==> config.mk <==
export PLATFORM = sky130hd
export DESIGN_NAME = serializador_vetores
export DESIGN_NICKNAME = d
export VERILOG_FILES = /design/src/rtl/serializador_vetores_pkg.sv /design/src/rtl/serializador_vetores_seletor_byte.sv /design/src/rtl/serializador_vetores.sv
export SDC_FILE = /design/constraint.sdc
export NUM_CORES = 1
export LEC_CHECK = 0
export ABC_AREA = 1
export CORE_MARGIN = 5
export CORE_UTILIZATION = 50
export DETAILED_ROUTE_END_ITERATION = 12
export GPL_TIMING_DRIVEN = 1
export PLACE_DENSITY_LB_ADDON = 0.05
export SYNTH_ARGS = -nofsm -noshare
export SYNTH_HDL_FRONTEND = slang
export SYNTH_SLANG_ARGS = --single-unit
==> constraint.sdc <==
create_clock -name clk -period 2.35 [get_ports clk]
set_clock_uncertainty 0.1 [all_clocks]
set_input_delay 0.47 -clock clk [delete_from_list [all_inputs] [get_ports clk]]
set_output_delay 0.47 -clock clk [all_outputs]
set_load 0.01 [all_outputs]
==> src/rtl/serializador_vetores_pkg.sv <==
// Shared definitions for the word-to-byte serializer and its byte selector.
// Latency: none (constants and an elaboration-time helper only).
// Backpressure: not applicable.
package serializador_pkg;

   // FSM state encoding
   localparam logic [0:0] ST_IDLE = 1'b0;
   localparam logic [0:0] ST_SEND = 1'b1;

   // Byte order select, sampled together with each word
   localparam logic ORD_LSB_FIRST = 1'b0;
   localparam logic ORD_MSB_FIRST = 1'b1;

   // Byte index width for an N-byte word. Held at a minimum of 1 bit so that a
   // degenerate single-byte configuration still has a legal index vector.
   function automatic int idx_w(input int n);
      return (n <= 1) ? 1 : $clog2(n);
   endfunction

endpackage

==> src/rtl/serializador_vetores_seletor_byte.sv <==
// Combinational N:1 byte mux: picks byte[index] or byte[N-1-index] of a word.
// Latency: zero cycles, purely combinational.
// Backpressure: none; the caller holds word/index/ordem stable while stalled.
module seletor_byte
   import serializador_pkg::*;
#(
   parameter int WIDTH  = 32,
   parameter int BYTE_W = 8,
   localparam int N     = WIDTH / BYTE_W,
   localparam int IW    = idx_w(N)
) (
   input  logic [WIDTH-1:0]  word,
   input  logic [IW-1:0]     index,
   input  logic              ordem,
   output logic [BYTE_W-1:0] out_byte
);

   logic [IW-1:0] sel;

   // Map the stream position onto a physical byte lane, then mux that lane out.
   // Lanes are compared one by one so that no out-of-range slice can be formed.
   always_comb begin
      sel      = (ordem == ORD_MSB_FIRST) ? (IW'(N - 1) - index) : index;
      out_byte = '0;
      for (int i = 0; i < N; i++) begin
         if (sel == IW'(i)) begin
            out_byte = word[i*BYTE_W +: BYTE_W];
         end
      end
   end

endmodule

==> src/rtl/serializador_vetores.sv <==
// Serializes one WIDTH-bit word into N BYTE_W-bit beats, LSB- or MSB-first per word.
// Latency: word accepted at edge k, first byte valid in cycle k+1; one word per N cycles.
// Backpressure: out_ready low freezes byte/last/index; in_ready only in IDLE or last-beat transfer.
module serializador_vetores
   import serializador_pkg::*;
#(
   parameter int WIDTH  = 32,
   parameter int BYTE_W = 8
) (
   input  logic              clk,
   input  logic              rst_n,
   input  logic [WIDTH-1:0]  in_data,
   input  logic              in_valid,
   output logic              in_ready,
   input  logic              ordem,
   output logic [BYTE_W-1:0] out_byte,
   output logic              out_valid,
   input  logic              out_ready,
   output logic              out_last,
   output logic              busy
);

   localparam int N  = WIDTH / BYTE_W;
   localparam int IW = idx_w(N);

   logic [0:0]        state_q;
   logic [WIDTH-1:0]  word_q;
   logic [IW-1:0]     idx_q;
   logic              ordem_q;

   logic              is_send;
   logic              is_last;
   logic              accept;
   logic              xfer;
   logic [BYTE_W-1:0] sel_byte;

   assign is_send   = (state_q == ST_SEND);
   assign is_last   = is_send && (idx_q == IW'(N - 1));
   assign out_valid = is_send;
   assign out_last  = is_last;
   assign busy      = is_send;

   // The last-beat window lets the next word slip in on the same edge the final
   // byte leaves, which is what keeps back-to-back words bubble-free.
   assign in_ready  = !is_send || (is_last && out_ready);
   assign accept    = in_valid && in_ready;
   assign xfer      = is_send && out_ready;

   // Gate the mux in IDLE so a stale word never shows on the byte bus.
   assign out_byte  = is_send ? sel_byte : '0;

   seletor_byte #(
      .WIDTH  (WIDTH),
      .BYTE_W (BYTE_W)
   ) u_seletor (
      .word     (word_q),
      .index    (idx_q),
      .ordem    (ordem_q),
      .out_byte (sel_byte)
   );

   // FSM, word/order capture and byte index; reset drops any word in flight.
   always_ff @(posedge clk or negedge rst_n) begin
      if (!rst_n) begin
         state_q <= ST_IDLE;
         word_q  <= '0;
         idx_q   <= '0;
         ordem_q <= ORD_LSB_FIRST;
      end else begin
         case (state_q)
            ST_IDLE: begin
               if (accept) begin
                  word_q  <= in_data;
                  ordem_q <= ordem;
                  idx_q   <= '0;
                  state_q <= ST_SEND;
               end
            end
            ST_SEND: begin
               if (xfer) begin
                  if (is_last) begin
                     idx_q <= '0;
                     if (accept) begin
                        word_q  <= in_data;
                        ordem_q <= ordem;
                     end else begin
                        state_q <= ST_IDLE;
                     end
                  end else begin
                     idx_q <= idx_q + IW'(1);
                  end
               end
            end
            default: state_q <= ST_IDLE;
         endcase
      end
   end

endmodule

# Word level (Yosys, flattened, before mapping)
# Cells that the tools add are included.
dict set report totals {
  inputBits 37
  elab_cells 45
  output_inout_bits 12
  reg_bits 36
}
dict set report classes {
  reduce_logical 9
  n_addsub 2
  eq_ne 7
  n_mux 22
  bitwise_logic 1
}
# op n
set ops {}
lappend ops {{2-to-1 mux 32 bit} 3}
lappend ops {{case mux 32 bit (2 select lines)} 1}
lappend ops {{2-to-1 mux 8 bit} 5}
lappend ops {{2-to-1 mux 2 bit} 4}
lappend ops {{equality test 2 bit, second input constant} 3}
lappend ops {{2-to-1 mux 1 bit} 6}
lappend ops {{logical AND 1 bit} 4}
lappend ops {{inequality test 2 x 1 -> 1 bit, second input constant} 2}
lappend ops {{case mux 1 bit (2 select lines)} 2}
lappend ops {{case mux 2 bit (2 select lines)} 1}
lappend ops {{AND reduction 2 bit} 2}
lappend ops {{adder 2 x 1 -> 2 bit, second input constant} 1}
lappend ops {{equality test 2 x 1 -> 1 bit, second input constant} 1}
lappend ops {{logical NOT 2 bit} 1}
lappend ops {{inequality test 2 bit, second input constant} 1}
lappend ops {{subtractor 2 bit, first input constant} 1}
lappend ops {{logical NOT 1 bit} 1}
lappend ops {{logical OR 1 bit} 1}
lappend ops {{NOT 1 bit} 1}

# Longest topological paths before layout
dict set report logic_depth {
  ltp_word 9
  depth_mapped 10
  mapped_depth_nobuf 9
}

# Hierarchy
# A second synthesis with hierarchy kept.
dict set report unflattened {
  cells_unflattened 240
  area_unflattened_um2 1909.3
}
# mod seq_area_each_um2 n_inst area_per_inst_um2 cells_each
set by_module_without_submodules {}
lappend by_module_without_submodules {serializador_vetores 900.9 1 1569.0 182}
lappend by_module_without_submodules {seletor_byte 0.0 1 340.3 58}

# Worst setup path before layout
# OpenSTA, ideal clock, no wires.
dict set report synth_path {
  path_kind {register to output}
  start {register idx_q[0]}
  end {output out_byte[5]}
  t_arrival_ns 1.079
  n_path_buf 1
  path_slack_ns 0.701
  required_time_ns 1.780
  path_stages_with_launch 9
  path_cell_list {dfrtp_1 > inv_1 > nand2_2 > nand2_4 > buf_6 > nand3_1 > nand2_1 > nor2_1 > nor2_1}
}
dict set report synth_between {
  elab_chain_len 8
  elab_cells_between_ends 11
  classes_between {1 x add/sub; 3 x eq/ne; 6 x mux; 1 x reduce/logical}
}
# element line_no
set synth_rtl {}
lappend synth_rtl {{start, declared} serializador_vetores.sv:28} ;# logic [IW-1:0] idx_q;
lappend synth_rtl {{start signal, assigned} serializador_vetores.sv:90} ;# idx_q <= idx_q + IW'(1);
lappend synth_rtl {{subtractor 2 bit} serializador_vetores_seletor_byte.sv:23} ;# sel = (ordem == ORD_MSB_FIRST) ? (IW'(N - 1) - index) : index;
lappend synth_rtl {{2-to-1 mux 2 bit *} serializador_vetores_seletor_byte.sv:23}
lappend synth_rtl {{logical NOT 2 bit} serializador_vetores_seletor_byte.sv:26} ;# if (sel == IW'(i)) begin
lappend synth_rtl {{2-to-1 mux 8 bit (3 in series)} serializador_vetores_seletor_byte.sv:26}
lappend synth_rtl {{2-to-1 mux 8 bit *} serializador_vetores_seletor_byte.sv:26}
lappend synth_rtl {{2-to-1 mux 8 bit *} serializador_vetores.sv:50} ;# assign out_byte = is_send ? sel_byte : '0;
lappend synth_rtl {{end, declared} serializador_vetores.sv:16} ;# output logic [BYTE_W-1:0] out_byte,
# Mark *: on every way between the ends. The rest lies on a longest branch, timed or not.

# Final worst setup path
dict set report layout_path {
  start {register ordem_q}
  end {output out_byte[3]}
}
dict set report layout_between {
  elab_chain_len 7
  elab_cells_between_ends 10
  classes_between {3 x eq/ne; 6 x mux; 1 x reduce/logical}
}
# element line_no
set layout_rtl {}
lappend layout_rtl {{start, declared} serializador_vetores.sv:29} ;# logic ordem_q;
lappend layout_rtl {{start signal, assigned} serializador_vetores.sv:74} ;# ordem_q <= ordem;
lappend layout_rtl {{start signal, assigned} serializador_vetores.sv:85} ;# ordem_q <= ordem;
lappend layout_rtl {{2-to-1 mux 2 bit *} serializador_vetores_seletor_byte.sv:23}
lappend layout_rtl {{logical NOT 2 bit} serializador_vetores_seletor_byte.sv:26}
lappend layout_rtl {{2-to-1 mux 8 bit (3 in series)} serializador_vetores_seletor_byte.sv:26}
lappend layout_rtl {{2-to-1 mux 8 bit *} serializador_vetores_seletor_byte.sv:26}
lappend layout_rtl {{2-to-1 mux 8 bit *} serializador_vetores.sv:50}
# Marked as above.

==> results.py <==
metrics = {
    "critical_path": {
        "r2r_slack_ns": 0.58,
        "worstReg2RegEnd": "word_q[23]",
        "timing.critical_path.from": "ordem_q",
        "crit_path_end_kind": "output port",
        "worst_setup_path_start_kind": "flip-flop",
        "worstPathArrival_ns": 1.76,
        "r2r_cells": 10,
        "rr_startpoint": "idx_q[0]",
        "crit_required_ns": 1.78,
        "crit_fanout": 8,
        "path_class": "flip-flop to output port",
    },
    "worst_hold_path": {
        "hp-start": "word_q[15]",
        "min_path_cells": 2,
        "hold_path.class": "flip-flop to flip-flop",
        "min_to": "word_q[15]",
    },
    "finish": {
        "nets": 323,
        "area_growth_pct": 35.21,
        "drive_gt1_share_pct": 13.99,
        "antenna_cells": 0,
        "final_util_pct": 71.17,
    },
    "global_route": {
        "grt_antenna_before_repair": 0,
        "grt_overflow": 0,
        "grt_pass1_wl_mm": 7.003,
        "grt_max_degree": 43,
        "grt_pass1_vias": 1556,
        "grt_use_total_pct": 17.99,
    },
    "logic_synthesis": {
        "synth_common_cells": "nand2_1 (97), dfrtp_1 (36), nand3_1 (18), nor2_1 (16), inv_1 (14)",
        "synthCells": 232,
        "yosys-top-cells-area": "dfrtp_1 (50%), nand2_1 (20%), nand3_1 (5.0%)",
        "synthDistinctLibCells": 18,
        "ys.flop_type": "dfrtp_1",
        "syn_avg_cell_area_um2": 7.750,
        "synth.largest_area_cell": "dfrtp_1",
        "netlist_area_um2": 1798,
        "yosysTopAreaCellShare_pct": 50.10,
        "yosys_register_bits": 36,
        "yosysMostFrequentCell": "nand2_1",
        "ys.warnings.count": 0,
        "synth_nets": 270,
        "synth_edf_count": 0,
        "ys_async_sr_fraction_pct": 100.0,
        "ys_seq_area_share_pct": 50.10,
    },
    "drt": {
        "first_pass_iters": 4,
        "drt-initial-drc-count": 70,
        "drc": 0,
        "vias": 1648,
        "wl_per_cell_um": 13.02,
        "ant_nets": 0,
        "vias_per_cell": 4.964,
        "finalWirelength_mm": 4.322,
    },
    "timing": {
        "hold_slack_ns": 0.3903,
        "setup_violations": 0,
        "rsz0062_at_grt": "yes",
        "fin_crit_ns": 2.329,
        "worst_slew_pin_slew_ns": 0.4750,
        "maxSlewViolCount": 0,
        "clock.fmax_ghz": 0.4294,
        "timing.final.crit_share_pct": 99.10,
        "relSlewSlack_pct": 68.34,
        "hold_violations": 0,
        "setup_ws_ns": 0.02106,
    },
    "power": {
        "ir_drop_v": 0.0007969,
        "p_leak_uw": 0.001255,
        "power_density_nw_per_um2": 1251,
    },
    "die": {
        "die_y_um": 69.97,
        "die_x_um": 69.97,
        "rows": 21,
        "io_pins": 49,
        "die-area_um2": 4895,
        "coreArea_um2": 3416,
        "start_util_pct": 52.64,
    },
    "clock_tree": {
        "htree_levels": 2,
        "postCtsHoldBufs": 0,
        "cts_buffer_depth": 2,
        "clock_latency_ns": 0.34,
        "path_clk_slew_ns": 0.11,
        "cts_root_buf": "clkbuf_4",
        "cts-buffers-inserted": 5,
        "clock_sinks": 36,
        "cts_tree": "done",
    },
    "placement": {
        "gp_congestion": 0.7373,
        "portBuffers": 48,
        "dp_hpwl_mm": 2.792,
        "pre_cts_ws_ns": 0.03131,
    },
    "run": {
        "max_cap_violations": 0,
    },
    "run_status": {
        "outcome": "completed",
    },
}
## logic make-up (layout without fill, tap and decap cells)
logic type / Yosys count / in the layout / share of synthesized area [%]
and+or+nand+nor: 139 / 141 / 32.50
DFF: 36 / 36 / 50.10
AOI/OAI and AO/OA: 28 / 28 / 7.794
buffers and inverters: 28 / 80 / 8.907
adders and majority gates: 1 / 1 / 0.6958
## layout by cell type, fill, tap and decap left out, drive strengths merged, types with 7 or more instances in the layout
cell type and instances:
buf 7, nand2 105, o21ai 20, clkbuf 9, nor2 16, inv 17, dfrtp 36, nand3 18
a21oi 8, clkdlybuf4s50 38
## worst max-delay path, stage by stage, from the launching register on
cell	delay (ns)
dfrtp_2	0.46
inv_4	0.10
nand2_2	0.09
nand2_4	0.13
nand3_4	0.11
o21ai_0	0.17
nor2_1	0.07
dlygate4sd2_1	0.28
## area by class of cell
type                            count  area (µm²)
Inverter                           17       68.82
Clock inverter                      2       10.01
Clock buffer                        6       51.30
Tap cell                           46       57.56
Multi-Input combinational cell    170       828.3
Fill cell                         291       984.7
Timing Repair Buffer               55       513.0
Sequential cell                    36       902.1
## state kept, by name, indices dropped and copies added (netlist names)
| signal | cells |
|---|---|
| busy | 1 |
| idx_q | 2 |
| ordem_q | 1 |
| word_q | 32 |
## through the flow
stage	TNS, ns	power (µW)	cells	area (µm²)
3_5_place_dp	0	2565	318	2265
6_report	0	3040	332	2431
3_3_place_gp	0	2534	318	2265
5_1_grt	-0.4377	3285	332	2431
2_1_floorplan	0	2025	232	1798
4_1_cts	0	2978	330	2402
## report_power, final
part | total [µW] | switching, µW | internal (µW)
clock network | 352 | 210 | 142
logic | 1630 | 965 | 662
registers | 1060 | 162 | 899
## layer usage
metal / track usage (%) / share of wire, %
met5: 0 / 0
met4: 6.383 / 0.74
met3: 5.308 / 6.3
met2: 30.33 / 50
met1: 21.81 / 43
## worst max-delay path by stage
stage,depth (start not counted),endpoint
after global routing,8,out_byte[2]
final,7,out_byte[3]
after CTS,7,out_byte[6]
after floorplan,8,out_byte[5]
after global placement,6,in_ready
after detailed placement,7,out_byte[4]
## repair_timing
| action | 4_1_cts | 5_1_grt |
|---|---|---|
| pin swaps | 3 | 1 |
| gates resized for setup | 21 | 18 |
| endpoints found under the hold margin | 0 | 0 |
| buffers inserted | 3 | 1 |
| endpoints found under the setup margin | 8 | 9 |
| cloned | 1 | 1 |
Power figures use the tool's default switching activity.
